**src/rtl/ahblite_pkg.sv**
```systemverilog
`default_nettype none
// ============================================================================
// Module      : ahblite_pkg
// Description : Shared AHB-Lite encodings and the address-phase bundle used
//               by the two-master bus arbiter.
// Revision    : 1.0 - initial release
// ============================================================================
package ahblite_pkg;

  // Transfer type encodings
  localparam logic [1:0] HTRANS_IDLE   = 2'b00;
  localparam logic [1:0] HTRANS_BUSY   = 2'b01;
  localparam logic [1:0] HTRANS_NONSEQ = 2'b10;
  localparam logic [1:0] HTRANS_SEQ    = 2'b11;

  localparam logic [2:0] HBURST_SINGLE = 3'b000;

  localparam logic HRESP_OKAY  = 1'b0;
  localparam logic HRESP_ERROR = 1'b1;

  // Address-phase field widths
  localparam int ADDR_W  = 32;
  localparam int TRANS_W = 2;
  localparam int SIZE_W  = 3;
  localparam int BURST_W = 3;
  localparam int PROT_W  = 4;
  localparam int HOLD_W  = ADDR_W + TRANS_W + 1 + SIZE_W + BURST_W + PROT_W + 1;

  // One master's complete address phase (46 bits)
  typedef struct packed {
    logic [ADDR_W-1:0]  haddr;
    logic [TRANS_W-1:0] htrans;
    logic               hwrite;
    logic [SIZE_W-1:0]  hsize;
    logic [BURST_W-1:0] hburst;
    logic [PROT_W-1:0]  hprot;
    logic               hmastlock;
  } addr_phase_t;

endpackage
`default_nettype wire

```
**src/rtl/ahblite_arb_hold.sv**
```systemverilog
`default_nettype none
// ============================================================================
// Module      : ahblite_arb_hold
// Description : Per-master address-phase holding register. Captures a
//               transfer the shared bus could not take this cycle and
//               replays it once this master owns the bus.
// Revision    : 1.0 - initial release
// ============================================================================
module ahblite_arb_hold
  import ahblite_pkg::*;
#(
  parameter logic MIDX = 1'b0
) (
  input  logic        HCLK,
  input  logic        HRESET,
  input  addr_phase_t live_i,
  input  logic        grant_i,
  input  logic        bus_hready_i,
  input  logic        m_hready_i,
  output addr_phase_t sel_o,
  output logic        req_o,
  output logic        hold_v_o
);

  logic [HOLD_W-1:0] hold_q;
  logic              hold_v_q;
  logic              capture;
  logic              issue;

  // A transfer is captured unless it goes straight onto the shared bus;
  // capture needs m_hready_i=1, which a pending hold forces low, so capture
  // and issue never coincide.
  assign capture = m_hready_i && live_i.htrans[1] && !((grant_i == MIDX) && bus_hready_i);
  assign issue   = (grant_i == MIDX) && hold_v_q && bus_hready_i;

  // Holding register and its valid flag
  always_ff @(posedge HCLK) begin
    if (HRESET) begin
      hold_v_q <= 1'b0;
    end else if (capture) begin
      hold_q   <= live_i;
      hold_v_q <= 1'b1;
    end else if (issue) begin
      hold_v_q <= 1'b0;
    end
  end

  assign sel_o    = hold_v_q ? addr_phase_t'(hold_q) : live_i;
  assign req_o    = hold_v_q || ((live_i.htrans == HTRANS_NONSEQ) && m_hready_i);
  assign hold_v_o = hold_v_q;

endmodule
`default_nettype wire

```
**src/rtl/ahblite_bus_arbiter.sv**
```systemverilog
`default_nettype none
// ============================================================================
// Module      : ahblite_bus_arbiter
// Description : Two-master AHB-Lite arbiter/multiplexer. Drives the shared
//               address and write-data bus and steers HREADY/HRESP back to
//               the master owning the current data phase.
// Revision    : 1.0 - initial release
// ============================================================================
module ahblite_bus_arbiter
  import ahblite_pkg::*;
#(
  parameter int unsigned ROUND_ROBIN = 1,
  parameter int unsigned RESET_GRANT = 0
) (
  input  logic        HCLK,
  input  logic        HRESET,
  input  logic [31:0] M0_HADDR,
  input  logic [1:0]  M0_HTRANS,
  input  logic        M0_HWRITE,
  input  logic [2:0]  M0_HSIZE,
  input  logic [2:0]  M0_HBURST,
  input  logic [3:0]  M0_HPROT,
  input  logic        M0_HMASTLOCK,
  input  logic [31:0] M0_HWDATA,
  output logic        M0_HREADY,
  output logic [31:0] M0_HRDATA,
  output logic        M0_HRESP,
  input  logic [31:0] M1_HADDR,
  input  logic [1:0]  M1_HTRANS,
  input  logic        M1_HWRITE,
  input  logic [2:0]  M1_HSIZE,
  input  logic [2:0]  M1_HBURST,
  input  logic [3:0]  M1_HPROT,
  input  logic        M1_HMASTLOCK,
  input  logic [31:0] M1_HWDATA,
  output logic        M1_HREADY,
  output logic [31:0] M1_HRDATA,
  output logic        M1_HRESP,
  output logic [31:0] HADDR,
  output logic [1:0]  HTRANS,
  output logic        HWRITE,
  output logic [2:0]  HSIZE,
  output logic [2:0]  HBURST,
  output logic [3:0]  HPROT,
  output logic        HMASTLOCK,
  output logic [31:0] HWDATA,
  output logic        HMASTER,
  input  logic        HREADY,
  input  logic [31:0] HRDATA,
  input  logic        HRESP
);

  logic        grant_q, grant_d;
  logic        data_valid_q;
  logic        data_owner_q;
  addr_phase_t live [2];
  addr_phase_t sel  [2];
  addr_phase_t bus;
  logic [1:0]  req;
  logic [1:0]  hold_v;
  logic [1:0]  m_hready;
  logic        keep;
  logic        other;

  assign live[0] = {M0_HADDR, M0_HTRANS, M0_HWRITE, M0_HSIZE, M0_HBURST, M0_HPROT, M0_HMASTLOCK};
  assign live[1] = {M1_HADDR, M1_HTRANS, M1_HWRITE, M1_HSIZE, M1_HBURST, M1_HPROT, M1_HMASTLOCK};

  generate
    for (genvar m = 0; m < 2; m++) begin : g_hold
      ahblite_arb_hold #(
        .MIDX (m != 0)
      ) u_hold (
        .HCLK         (HCLK),
        .HRESET       (HRESET),
        .live_i       (live[m]),
        .grant_i      (grant_q),
        .bus_hready_i (HREADY),
        .m_hready_i   (m_hready[m]),
        .sel_o        (sel[m]),
        .req_o        (req[m]),
        .hold_v_o     (hold_v[m])
      );
    end
  endgenerate

  // Ready/response steering: the data-phase owner sees the slave, a master
  // with a pending hold is stalled, anyone else sees an idle-ready bus.
  assign m_hready[0] = (data_valid_q && !data_owner_q) ? HREADY : !hold_v[0];
  assign m_hready[1] = (data_valid_q &&  data_owner_q) ? HREADY : !hold_v[1];
  assign M0_HREADY   = m_hready[0];
  assign M1_HREADY   = m_hready[1];
  assign M0_HRESP    = (data_valid_q && !data_owner_q) ? HRESP : HRESP_OKAY;
  assign M1_HRESP    = (data_valid_q &&  data_owner_q) ? HRESP : HRESP_OKAY;
  assign M0_HRDATA   = HRDATA;
  assign M1_HRDATA   = HRDATA;
  assign HWDATA      = data_owner_q ? M1_HWDATA : M0_HWDATA;

  assign bus       = grant_q ? sel[1] : sel[0];
  assign HADDR     = bus.haddr;
  assign HTRANS    = bus.htrans;
  assign HWRITE    = bus.hwrite;
  assign HSIZE     = bus.hsize;
  assign HBURST    = bus.hburst;
  assign HPROT     = bus.hprot;
  assign HMASTLOCK = bus.hmastlock;
  assign HMASTER   = grant_q;
  assign other     = ~grant_q;

  // Next grant: bursts and locked sequences keep the bus, otherwise arbitrate
  always_comb begin
    grant_d = grant_q;
    keep    = (bus.htrans == HTRANS_SEQ) || (bus.htrans == HTRANS_BUSY) ||
              ((bus.htrans == HTRANS_NONSEQ) && (bus.hburst != HBURST_SINGLE)) ||
              bus.hmastlock;
    if (!keep) begin
      if (ROUND_ROBIN != 0) begin
        if (req[other]) grant_d = other;
      end else begin
        if (req[0])      grant_d = 1'b0;
        else if (req[1]) grant_d = 1'b1;
      end
    end
  end

  // Grant and data-phase tracking advance only on completed bus cycles
  always_ff @(posedge HCLK) begin
    if (HRESET) begin
      grant_q      <= RESET_GRANT[0];
      data_valid_q <= 1'b0;
      data_owner_q <= 1'b0;
    end else if (HREADY) begin
      grant_q      <= grant_d;
      data_valid_q <= bus.htrans[1];
      data_owner_q <= grant_q;
    end
  end

endmodule
`default_nettype wire

```
**config.mk**
```make
export PLATFORM = sky130hd
export DESIGN_NAME = ahblite_bus_arbiter
export DESIGN_NICKNAME = d
export VERILOG_FILES = /design/src/rtl/ahblite_pkg.sv /design/src/rtl/ahblite_arb_hold.sv /design/src/rtl/ahblite_bus_arbiter.sv
export SDC_FILE = /design/constraint.sdc
export NUM_CORES = 1
export LEC_CHECK = 0
export BUFFER_PORTS_ARGS = -buffer_cell sky130_fd_sc_hd__buf_2
export CORE_ASPECT_RATIO = 0.6
export CORE_MARGIN = 3
export CORE_UTILIZATION = 40
export CTS_CLUSTER_SIZE = 24
export DETAILED_ROUTE_END_ITERATION = 12
export PLACE_DENSITY = 0.75
export SLEW_MARGIN = 20
export SYNTH_ARGS = -nofsm -noshare
export SYNTH_HDL_FRONTEND = slang
export SYNTH_HIERARCHICAL = 1
export SYNTH_SLANG_ARGS = --single-unit
export TNS_END_PERCENT = 30
```
**constraint.sdc**
```tcl
create_clock -name HCLK -period 5.98 [get_ports HCLK]
set_input_delay 0.897 -clock HCLK [delete_from_list [all_inputs] [get_ports HCLK]]
set_output_delay 0.897 -clock HCLK [all_outputs]
set_load 0.01 [all_outputs]
```
# Word-level counts from Yosys, hierarchy flattened
# Cells that the tools add are included.
[word_totals]
reg_bits = 97
latchBits = 0
mem_bits_rw = 0
romBits = 0
input_bits = 192
out_inout_bits = 147
word_cells = 61
n_memories = 0
[classes]
addsub = 0
mul = 0
div = 0
order_cmp = 1
eq_ne = 5
n_shift = 0
mux = 14
bitwise = 3
n_reduce_logical = 31
[op_table]
columns = ["op", "count"]
rows = [
  ["46-bit 2-to-1 mux", 3],
  ["32-bit 2-to-1 mux", 1],
  ["1-bit logical AND", 15],
  ["1-bit 2-to-1 mux", 10],
  ["2-bit equality test, second input constant", 4],
  ["1-bit zero test", 5],
  ["1-bit logical OR", 5],
  ["2-bit AND reduction", 2],
  ["2-bit nonzero test", 2],
  ["1-bit NOT", 3],
  ["3-bit AND reduction", 1],
  ["3-bit nonzero test", 1],
  ["2-bit by 1-bit equality test with 1-bit output, second input constant", 1],
  ["1-bit by 2-bit less-than comparator with 1-bit output, second input constant", 1],
]

# Depth between registers and ports, before layout
# Gate-level depths: netlist of the first run.
[depth]
word_depth = 8
ltp_mapped = 9
depth_no_buf = 7

# Hierarchy
# Netlist of the first run, hierarchy kept.
[by_module_without_submodules]
columns = ["mod", "instances", "cells_each", "area_per_inst_um2", "seq_area_each_um2"]
rows = [
  ["ahblite_arb_hold (g_hold[1].u_hold)", 1, 103, 2067.0, 1401.3],
  ["ahblite_arb_hold (g_hold[0].u_hold)", 1, 104, 2063.2, 1401.3],
  ["ahblite_bus_arbiter", 1, 176, 1607.8, 60.1],
]

# Worst setup path before layout of the first run
# No wires, ideal clock.
[synth_timing]
path_type = "input to register"
start = "input HREADY"
end = "register g_hold[1].u_hold.hold_q[0], enable pin"
setup_ps = 519
arrival_time_ps = 4753
required_time_ps = 5461
setup_slack_ps = 707
stages = 4
n_path_buf = 0
cell_sequence = "nor2_1 a21oi_1 nand2_1 a211oi_1"
[synth_between]
elab_chain_len = 4
elab_cells_between_ends = 6
classes_between = "mux: 1; reduce/logical: 5"
[synth_rtl]
columns = ["item", "line", "text"]
rows = [
  ["start, declared", "ahblite_bus_arbiter.sv:48", "input logic HREADY,"],
  ["1-bit 2-to-1 mux", "ahblite_bus_arbiter.sv:89", "assign m_hready[1] = (data_valid_q && data_owner_q) ? HREADY : !hold_v[1];"],
  ["net M1_HREADY", "ahblite_bus_arbiter.sv:36", "output logic M1_HREADY,"],
  ["1-bit logical AND (2 in series)", "ahblite_arb_hold.sv:33", "assign capture = m_hready_i && live_i.htrans[1] && !((grant_i == MIDX) && bus_hready_i);"],
  ["2-bit AND reduction (no source line)", "-", ""],
  ["end signal, assigned", "ahblite_arb_hold.sv:41", "hold_q <= live_i;"],
  ["end, declared", "ahblite_arb_hold.sv:25", "logic [HOLD_W-1:0] hold_q;"],
]
# The timed path passes the listed nets, and every way through them passes these cells.
# A chain may end at the register's enable or synchronous reset.

==> results of run 1 <==
## final timing paths
check	slack [ns]	from	end	cells past startpoint
setup / recovery	2.68	g_hold[1].u_hold/hold_v_o	HTRANS[1]	5
hold / removal	0.56	g_hold[0].u_hold/hold_v_o	g_hold[0].u_hold/hold_v_o	2
setup reg to reg	3.54	data_owner_q	g_hold[1].u_hold/hold_q[35]	6
hold reg to reg	0.56	g_hold[0].u_hold/hold_v_o	g_hold[0].u_hold/hold_v_o	2
## cell usage in the layout (no fill, tap or decap), types with 2 or more instances in the layout
cell type  synthesis  layout
clkinv_1           0       2
buf_4             69       6
buf_2              8     242
edfxtp_1          92      92
nand2_1            5       5
inv_1              3       3
dfxtp_2            0       3
dfxtp_1            5       2
nor3_1             3       2
nor2_1             4       4
clkbuf_16          0       9
mux2_2           133     133
inv_6              0       2
o21bai_1           2       2
mux2_4            36      36
a21oi_1            4       4
## cells by family (layout without fill, tap and decap cells)
family	Yosys count	count (layout)
muxes	170	170
buffers and inverters	86	267
DFF	97	97
and+or+nand+nor	16	16
AOI/OAI and AO/OA	14	14
## per-layer routing
metal	share of wire	vias to the layer above
met5	0	-
met3	0.089	17
li1	-	1729
met1	0.47	1831
met2	0.44	188
met4	0.0076	0
## final cells by class
class                           count  area, um2  area share
Inverter                            3       11.3     0.00163
Clock inverter                      7       68.8     0.00994
Sequential cell                    97       2870       0.414
Tap cell                          192        240      0.0347
Timing Repair Buffer              248       1260       0.181
Clock buffer                        9        225      0.0325
Multi-Input combinational cell    200       2260       0.326
## through the flow
step                 util  hold slack, ns
floorplan               -           0.506
global placement    0.479           0.550
detailed placement  0.479           0.551
CTS                 0.501           0.564
global route        0.501           0.641
finish              0.501           0.565
## power groups by stage
stage                     clock network (uW)  logic (uW)  registers [uW]
after floorplan                            0         232             799
after global placement                     0         308             802
after detailed placement                   0         315             805
after CTS                                599         316             789
after global routing                     627         338             792
final                                    575         314             789
## critical path, stage by stage (launching register included)
cell and delay (ns):
dfxtp_2 0.55, buf_4 0.56, mux2_2 0.42, mux2i_1 0.28, inv_1 0.08, buf_2 0.15
## state kept, by name, summed over array words and instances, names as in the netlist
register and count:
g_hold.u_hold/hold_q 92, g_hold.u_hold/hold_v_o 2, HMASTER 1, data_owner_q 1
data_valid_q 1
==> impl_metrics.env, run 1 <==
export IMPL_layout_min_cycle_time_ns=3.30
export IMPL_place_area_mm2=0.00663
export IMPL_worst_clock_skew_ns=0.00608
export IMPL_io_pins=339
export IMPL_crit_type="register to output pin"
export IMPL_die_x_um=161
export IMPL_final_setup_tns_ns=0
export IMPL_post_route_drc_count=0
export IMPL_cts_buffer_depth=2
export IMPL_synth_area_leaders="edfxtp_1 48%, mux2_2 26%, mux2_4 9.4%, buf_4 9.0%, dfxtp_1 1.7%"
export IMPL_cellPowerDensity_mw_per_mm2=242
export IMPL_synth_fa_ha_area_frac=0
export IMPL_yosys_warnings=6
export IMPL_internal_power_uw=1270
export IMPL_grt_start_max_net_pins=47
export IMPL_worst_ep_arrival_time_ns=2.40
export IMPL_fin_cells=756
export IMPL_diodes=0
export IMPL_hold_viol_final=0
export IMPL_startpoint_type="register"
export IMPL_postSynth_asyncResetShare=0
export IMPL_clk_pin_slew_ns=0.06
export IMPL_netlist_area_mm2=0.00574
export IMPL_synth_mux_area_frac=0.357
export IMPL_viasPerCell=4.98
export IMPL_wirelength_um=15300
export IMPL_design_area_mm2=0.00692
export IMPL_core_area_mm2=0.0138
export IMPL_synth_cell_types=25
export IMPL_setup_viol=0
export IMPL_yosys_register_bits=97
export IMPL_clockPowerShare=0.343
export IMPL_synthCells=383
export IMPL_synth_main_ff_cell="edfxtp_1"
export IMPL_rsz0062_at_grt="false"
export IMPL_status="complete, no violations"
export IMPL_critPathCaptureType="output pin"
export IMPL_fmax_mhz=303
export IMPL_area_growth_syn_to_layout_pct=20.7
export IMPL_synth_top_area_share=0.481
export IMPL_hold_buffers=0
export IMPL_gr_usage_met2=0.272
export IMPL_tightest_slew_ns=0.747
export IMPL_vdd_ir_drop_max_mv=0.109
export IMPL_pwr_share_comb=0.187
export IMPL_synth_edf_count=92
export IMPL_htree_num_levels=3
export IMPL_holdCritPathClass="register to register"
export IMPL_yosysMostFrequentCell="mux2_2"
export IMPL_slew_viol_final=0
export IMPL_use_met1=0.268
export IMPL_drive_gt1_frac=0.778
export IMPL_switching_share=0.242
export IMPL_pre_cts_slack_ns=3.02
export IMPL_post_cts_resize_count=0
export IMPL_cts_root_buf="clkbuf_16"
export IMPL_power_frac_seq=0.470
export IMPL_drt_iter0_drc=140
export IMPL_clkLatencyLatePin_ns=0.34
export IMPL_totalPowerFinal_uw=1680
export IMPL_nets=751
export IMPL_postSynthAreaPerCell_um2=15.0
export IMPL_cts_tree="done"
export IMPL_post_cts_buffers=0
export IMPL_yosysTopAreaCell="edfxtp_1"
export IMPL_port_buffers=242
export IMPL_p_switching_uw=407
export IMPL_synth_seq_area_share=0.499
export IMPL_cp_data_required_time_ns=5.08
export IMPL_finalCritPeriodShare=0.551
export IMPL_cp_max_fo=37
export IMPL_grt_pass1_wl_um=22800
export IMPL_maxCapViolations=0
export IMPL_synth_simple_gate_area_frac=0.0144
export IMPL_gr_usage_all_layers=0.187
export IMPL_leakage_uw=0.00283
export IMPL_synth_top_family_by_area="multiplexers"
export IMPL_grt_use_met3=0.0722
export IMPL_gp_congestion=0.782
export IMPL_grt_pass1_vias=3943
export IMPL_cts_sinks=97
export IMPL_hpwl_um=11500
export IMPL_fp_dieH_um=98.8
export IMPL_via_count=3765
export IMPL_fin_ws_ns=2.68
export IMPL_start_util=0.415
export IMPL_busiest_layer="met2"
export IMPL_synth_nets=575
export IMPL_wl_per_cell_um=20.3
export IMPL_dp_cells=740
export IMPL_synth_compound_area_frac=0.0188
export IMPL_yosys_area_share_xor_xnor=0
export IMPL_relSlewSlack=0.502
export IMPL_yosys_top_cells_count="133 x mux2_2, 92 x edfxtp_1, 69 x buf_4"
export IMPL_fill_cells=1220
export IMPL_overflow=0
export IMPL_antenna_found_initial=0
export IMPL_die_area_mm2=0.0159
export IMPL_ant_nets=0
export IMPL_num_rows=33
export IMPL_numCtsBuffers=9
export IMPL_drt_first_pass_iters=4
Note: power is estimated with default switching activity, not from simulation.
==> inputs of run 2 (changes only) <==
- clock period: 5.98 -> 3.1 ns (I/O delays scaled with it)
==> run 2 against run 1 <==
Cell count grew 0.53%. Clock power grew 98%. Global-route usage grew 1.7 points. Routed wire length grew 7.9%. First-iteration DRC count grew 20%. Critical path type unchanged. Critical endpoint is now HBURST[2].
==> impl_metrics.env, run 2 (synthesis gave the netlist of run 1 again) <==
export IMPL_status="complete, no violations"
export IMPL_port_buffers=242
export IMPL_grt_pass1_vias=3877
export IMPL_crit_type="register to output pin"
export IMPL_worst_clock_skew_ns=0.00974
export IMPL_gp_congestion=0.812
export IMPL_cts_sinks=97
export IMPL_fin_cells=760
export IMPL_ant_nets=0
export IMPL_min_delay_start="M1_HADDR[22]"
export IMPL_relSlewSlack=0.416
export IMPL_dp_cells=744
export IMPL_cts_root_buf="clkbuf_16"
export IMPL_startpoint_type="register"
export IMPL_num_rows=33
export IMPL_cp_data_required_time_ns=2.63
export IMPL_drt_first_pass_iters=4
export IMPL_fmax_mhz=353
export IMPL_rsz0062_at_grt="false"
export IMPL_cts_buffer_depth=2
export IMPL_clk_pin_slew_ns=0.08
export IMPL_post_cts_resize_count=0
export IMPL_die_area_mm2=0.0159
export IMPL_hold_end="g_hold[1].u_hold/hold_q[36]"
export IMPL_holdCritPathClass="input pin to register"
export IMPL_io_pins=339
export IMPL_area_growth_syn_to_layout_pct=21.7
export IMPL_finalCritPeriodShare=0.915
export IMPL_drt_iter0_drc=168
export IMPL_tightest_slew_ns=0.876
export IMPL_hold_path_depth=1
export IMPL_core_area_mm2=0.0138
export IMPL_nets=755
export IMPL_clkLatencyLatePin_ns=0.34
export IMPL_post_cts_buffers=0
export IMPL_drive_gt1_frac=0.782
export IMPL_setup_viol=0
export IMPL_final_setup_tns_ns=0
export IMPL_rr_startpoint="g_hold[0].u_hold/hold_v_o"
export IMPL_r2r_end="g_hold[0].u_hold/hold_q[12]"
export IMPL_largest_register="g_hold.u_hold/hold_q"
export IMPL_r2r_slack_ns=0.79
export IMPL_hpwl_um=12800
export IMPL_fill_cells=1174
export IMPL_numCtsBuffers=9
export IMPL_wirelength_um=16500
export IMPL_slew_viol_final=0
export IMPL_die_x_um=161
export IMPL_grt_start_max_net_pins=36
export IMPL_largest_reg_flops=92
export IMPL_wl_per_cell_um=21.8
export IMPL_viasPerCell=4.98
export IMPL_rr_worst_depth=5
export IMPL_vdd_ir_drop_max_mv=0.286
export IMPL_antenna_found_initial=1
export IMPL_fp_dieH_um=98.8
export IMPL_leakage_uw=0.00286
export IMPL_overflow=0
export IMPL_htree_num_levels=3
export IMPL_cellPowerDensity_mw_per_mm2=471
export IMPL_worst_ep_arrival_time_ns=2.37
export IMPL_gr_usage_all_layers=0.204
export IMPL_grt_pass1_wl_um=24400
export IMPL_maxCapViolations=0
export IMPL_cts_tree="done"
export IMPL_via_count=3784
export IMPL_diodes=0
export IMPL_final_common_cell="buf_2"
export IMPL_critPathCaptureType="output pin"
export IMPL_hold_buffers=0
export IMPL_post_route_drc_count=0
export IMPL_cp_max_fo=27
export IMPL_start_util=0.415
export IMPL_final_cell_mix="242 x buf_2, 133 x mux2_2, 92 x edfxtp_1, 36 x mux2_4"
export IMPL_hold_viol_final=0
export IMPL_layout_min_cycle_time_ns=2.84
## run 2: changes by cell type in the layout (fill, tap and decap cells not counted)
cell	change
buf_4	+3
nor3_4	+1
inv_8	+1
clkbuf_1	+1
clkinv_2	-1
clkinvlp_4	+1
clkinv_1	-2
buf_12	+1
nor3_2	-1
## run 2: cell type report
class	count	area (um2)	area share
Sequential cell	97	2870	0.410
Multi-Input combinational cell	200	2260	0.324
Timing Repair Buffer	252	1300	0.186
Inverter	3	11.3	0.00161
Clock buffer	10	229	0.0328
Clock inverter	6	75.1	0.0108
Tap cell	192	240	0.0344
## run 2: routing by layer
layer | routed length, um | vias up | track usage
met1 | 7440 | 1841 | 0.279
li1 | - | 1743 | -
met5 | 13 | - | 0
met4 | 176 | 2 | 0.0453
met3 | 1550 | 16 | 0.0840
met2 | 7360 | 182 | 0.305
## run 2: power breakdown
part | leakage, uW | switching [uW] | internal, uW
combinational | 0.00182 | 273 | 338
sequential | 0.000890 | 42.3 | 1500
clock | 0.000146 | 504 | 639
## run 2: stage by stage
step                      power, uW  hold slack (ns)  setup slack (ns)   util  cell area [um2]
after CTS                      3330            0.294             0.216  0.505             6980
after global routing           3420            0.296             0.158  0.505             6980
final                          3290            0.307             0.265  0.505             6980
after detailed placement       2180            0.563             0.591  0.483             6680
after global placement         2160            0.558             0.646  0.483             6680
after floorplan                1990            0.506            -0.272      -             5760
## run 2: worst max-delay path by stage
stage,start,to,slack (ns),cells past startpoint
after CTS,g_hold[1].u_hold/hold_v_o,HBURST[2],0.22,4
after detailed placement,g_hold[1].u_hold/hold_v_o,HBURST[2],0.59,4
after global placement,g_hold[1].u_hold/hold_v_o,HBURST[2],0.65,4
after global routing,g_hold[1].u_hold/hold_v_o,HBURST[2],0.16,4
after floorplan,data_owner_q,g_hold[0].u_hold/hold_q[0],-0.27,6
final,g_hold[1].u_hold/hold_v_o,HBURST[2],0.26,4
## run 2: critical path, cell delays in order, from the launching register on
cell and delay [ns]:
dfxtp_2 0.88, buf_4 0.35, mux2_2 0.37, mux2_2 0.28
buf_2 0.15
==> inputs of run 3 (changes only) <==
- CORE_AREA: default -> 2 2 131 133
- CORE_ASPECT_RATIO: 0.6 -> default
- CORE_MARGIN: 3 -> default
- CORE_UTILIZATION: 40 -> default
- DIE_AREA: default -> 0 0 133 135
- PLACE_DENSITY: 0.75 -> 0.66
==> run 3 against run 2 <==
Highest routed layer unchanged. Routed wire length shrank 13%. Worst setup slack improved by 0.12 ns. Maximum frequency is 4.3% higher. Largest power group unchanged. Cell count up 3.3%. Register-to-register slack better by 0.02 ns.
==> impl_metrics.env, run 3 (synthesis gave the netlist of run 1 again) <==
export IMPL_post_cts_buffers=0
export IMPL_rsz0062_at_grt="false"
export IMPL_crit_top_cell="mux2_2"
export IMPL_slowest_delay_ns=0.85
export IMPL_final_setup_tns_ns=0
export IMPL_clockPowerShare=0.338
export IMPL_hold_viol_final=0
export IMPL_fmax_mhz=368
export IMPL_port_buffers=242
export IMPL_worst_clock_skew_ns=0.00439
export IMPL_power_frac_seq=0.477
export IMPL_holdCritPathClass="input pin to register"
export IMPL_vdd_ir_drop_max_mv=0.313
export IMPL_clk_pin_slew_ns=0.07
export IMPL_setup_viol=0
export IMPL_tightest_slew_ns=0.810
export IMPL_viasPerCell=4.75
export IMPL_clkLatencyLatePin_ns=0.34
export IMPL_crit_chain="buf_12 > mux2_2 > mux2_2 > buf_2"
export IMPL_antenna_found_initial=1
export IMPL_ant_nets=0
export IMPL_die_x_um=133
export IMPL_cp_max_fo=30
export IMPL_final_cell_mix="242 x buf_2, 133 x mux2_2, 92 x edfxtp_1, 36 x mux2_4, 9 x clkbuf_16"
export IMPL_final_common_cell="buf_2"
export IMPL_hpwl_um=11000
export IMPL_maxCapViolations=0
export IMPL_num_rows=47
export IMPL_leakage_uw=0.00284
export IMPL_htree_num_levels=3
export IMPL_crit_type="register to output pin"
export IMPL_slew_viol_final=0
export IMPL_die_area_mm2=0.0180
export IMPL_gr_usage_all_layers=0.156
export IMPL_grt_pass1_vias=3999
export IMPL_start_util=0.350
export IMPL_worst_ep_arrival_time_ns=2.25
export IMPL_grt_start_max_net_pins=46
export IMPL_cts_tree="done"
export IMPL_status="complete, no violations"
export IMPL_cellPowerDensity_mw_per_mm2=460
export IMPL_fin_ws_ns=0.381
export IMPL_gp_congestion=0.785
export IMPL_via_count=3732
export IMPL_internal_power_uw=2450
export IMPL_core_area_mm2=0.0164
export IMPL_hold_slack_ns=0.308
export IMPL_grt_pass1_wl_um=21600
export IMPL_wirelength_um=14400
export IMPL_design_area_mm2=0.00699
export IMPL_largest_register="g_hold.u_hold/hold_q"
export IMPL_p_switching_uw=763
export IMPL_finalCritPeriodShare=0.877
export IMPL_area_growth_syn_to_layout_pct=21.8
export IMPL_pre_cts_slack_ns=0.707
export IMPL_cts_root_buf="clkbuf_16"
export IMPL_drive_gt1_frac=0.779
export IMPL_post_cts_resize_count=0
export IMPL_post_route_drc_count=0
export IMPL_drt_iter0_drc=125
export IMPL_overflow=0
export IMPL_cp_data_required_time_ns=2.63
export IMPL_largest_reg_flops=92
export IMPL_wl_per_cell_um=18.4
export IMPL_hold_buffers=0
export IMPL_critPathSlowestCell="dfxtp_2"
export IMPL_relSlewSlack=0.460
export IMPL_switching_share=0.237
export IMPL_cts_sinks=97
export IMPL_layout_min_cycle_time_ns=2.72
export IMPL_cts_buffer_depth=2
export IMPL_io_pins=339
export IMPL_critPathCaptureType="output pin"
export IMPL_drt_first_pass_iters=4
export IMPL_nets=752
export IMPL_startpoint_type="register"
export IMPL_diodes=0
export IMPL_pwr_share_comb=0.185
export IMPL_fp_dieH_um=135
export IMPL_place_area_mm2=0.00670
export IMPL_numCtsBuffers=9
## run 3: cell count changes in the layout (fill, tap and decap cells not counted), sizes merged
| cell | before | now |
|---|---|---|
| clkinvlp | 1 | 0 |
| clkinv | 1 | 4 |
| buf | 252 | 249 |
| inv | 6 | 4 |
## run 3: worst paths after layout
kind                        startpoint                           to  slack, ns  cells past startpoint
min                        M1_HADDR[8]  g_hold[1].u_hold/hold_q[22]       0.31                      1
min reg2reg               data_valid_q                 data_valid_q       0.55                      2
max          g_hold[0].u_hold/hold_v_o                    HADDR[30]       0.38                      4
max reg2reg  g_hold[0].u_hold/hold_v_o  g_hold[0].u_hold/hold_q[33]       0.81                      5
## run 3: worst max-delay path, delay by kind of cell (launching register included)
kind / cells / cell delay [ns]
multiplexers: 2 / 0.60
buffers and inverters: 2 / 0.43
flip-flops: 1 / 0.85
## run 3: per-stage QoR
step | power (uW) | utilization | cells
finish | 3220 | 0.426 | 785
global route | 3360 | 0.426 | 785
CTS | 3270 | 0.426 | 785
detailed placement | 2160 | 0.409 | 769
global placement | 2150 | 0.409 | 769
floorplan | 1990 | - | 383
## run 3: metal layers
metal / share of wire / vias to the layer above / GRT usage / routed length [um]
li1: - / 1728 / - / -
met1: 0.41 / 1820 / 0.191 / 5850
met2: 0.49 / 149 / 0.258 / 7110
met3: 0.084 / 33 / 0.0529 / 1210
met4: 0.017 / 2 / 0.0550 / 252
met5: 0.00055 / - / 0 / 8
## run 3: power by group through the flow
stage | Combinational [uW] | Sequential (uW) | Clock (uW)
2_1_floorplan | 449 | 1540 | 0
3_5_place_dp | 597 | 1570 | 0
6_report | 594 | 1530 | 1090
5_1_grt | 639 | 1540 | 1170
4_1_cts | 600 | 1540 | 1130
3_3_place_gp | 588 | 1560 | 0
## run 3: cell type report
type	instances	area, um2
Timing Repair Buffer	249	1290
Multi-Input combinational cell	200	2260
Clock inverter	6	57.6
Inverter	3	11.3
Tap cell	220	275
Sequential cell	97	2870
Fill cell	1526	9420
Clock buffer	10	229
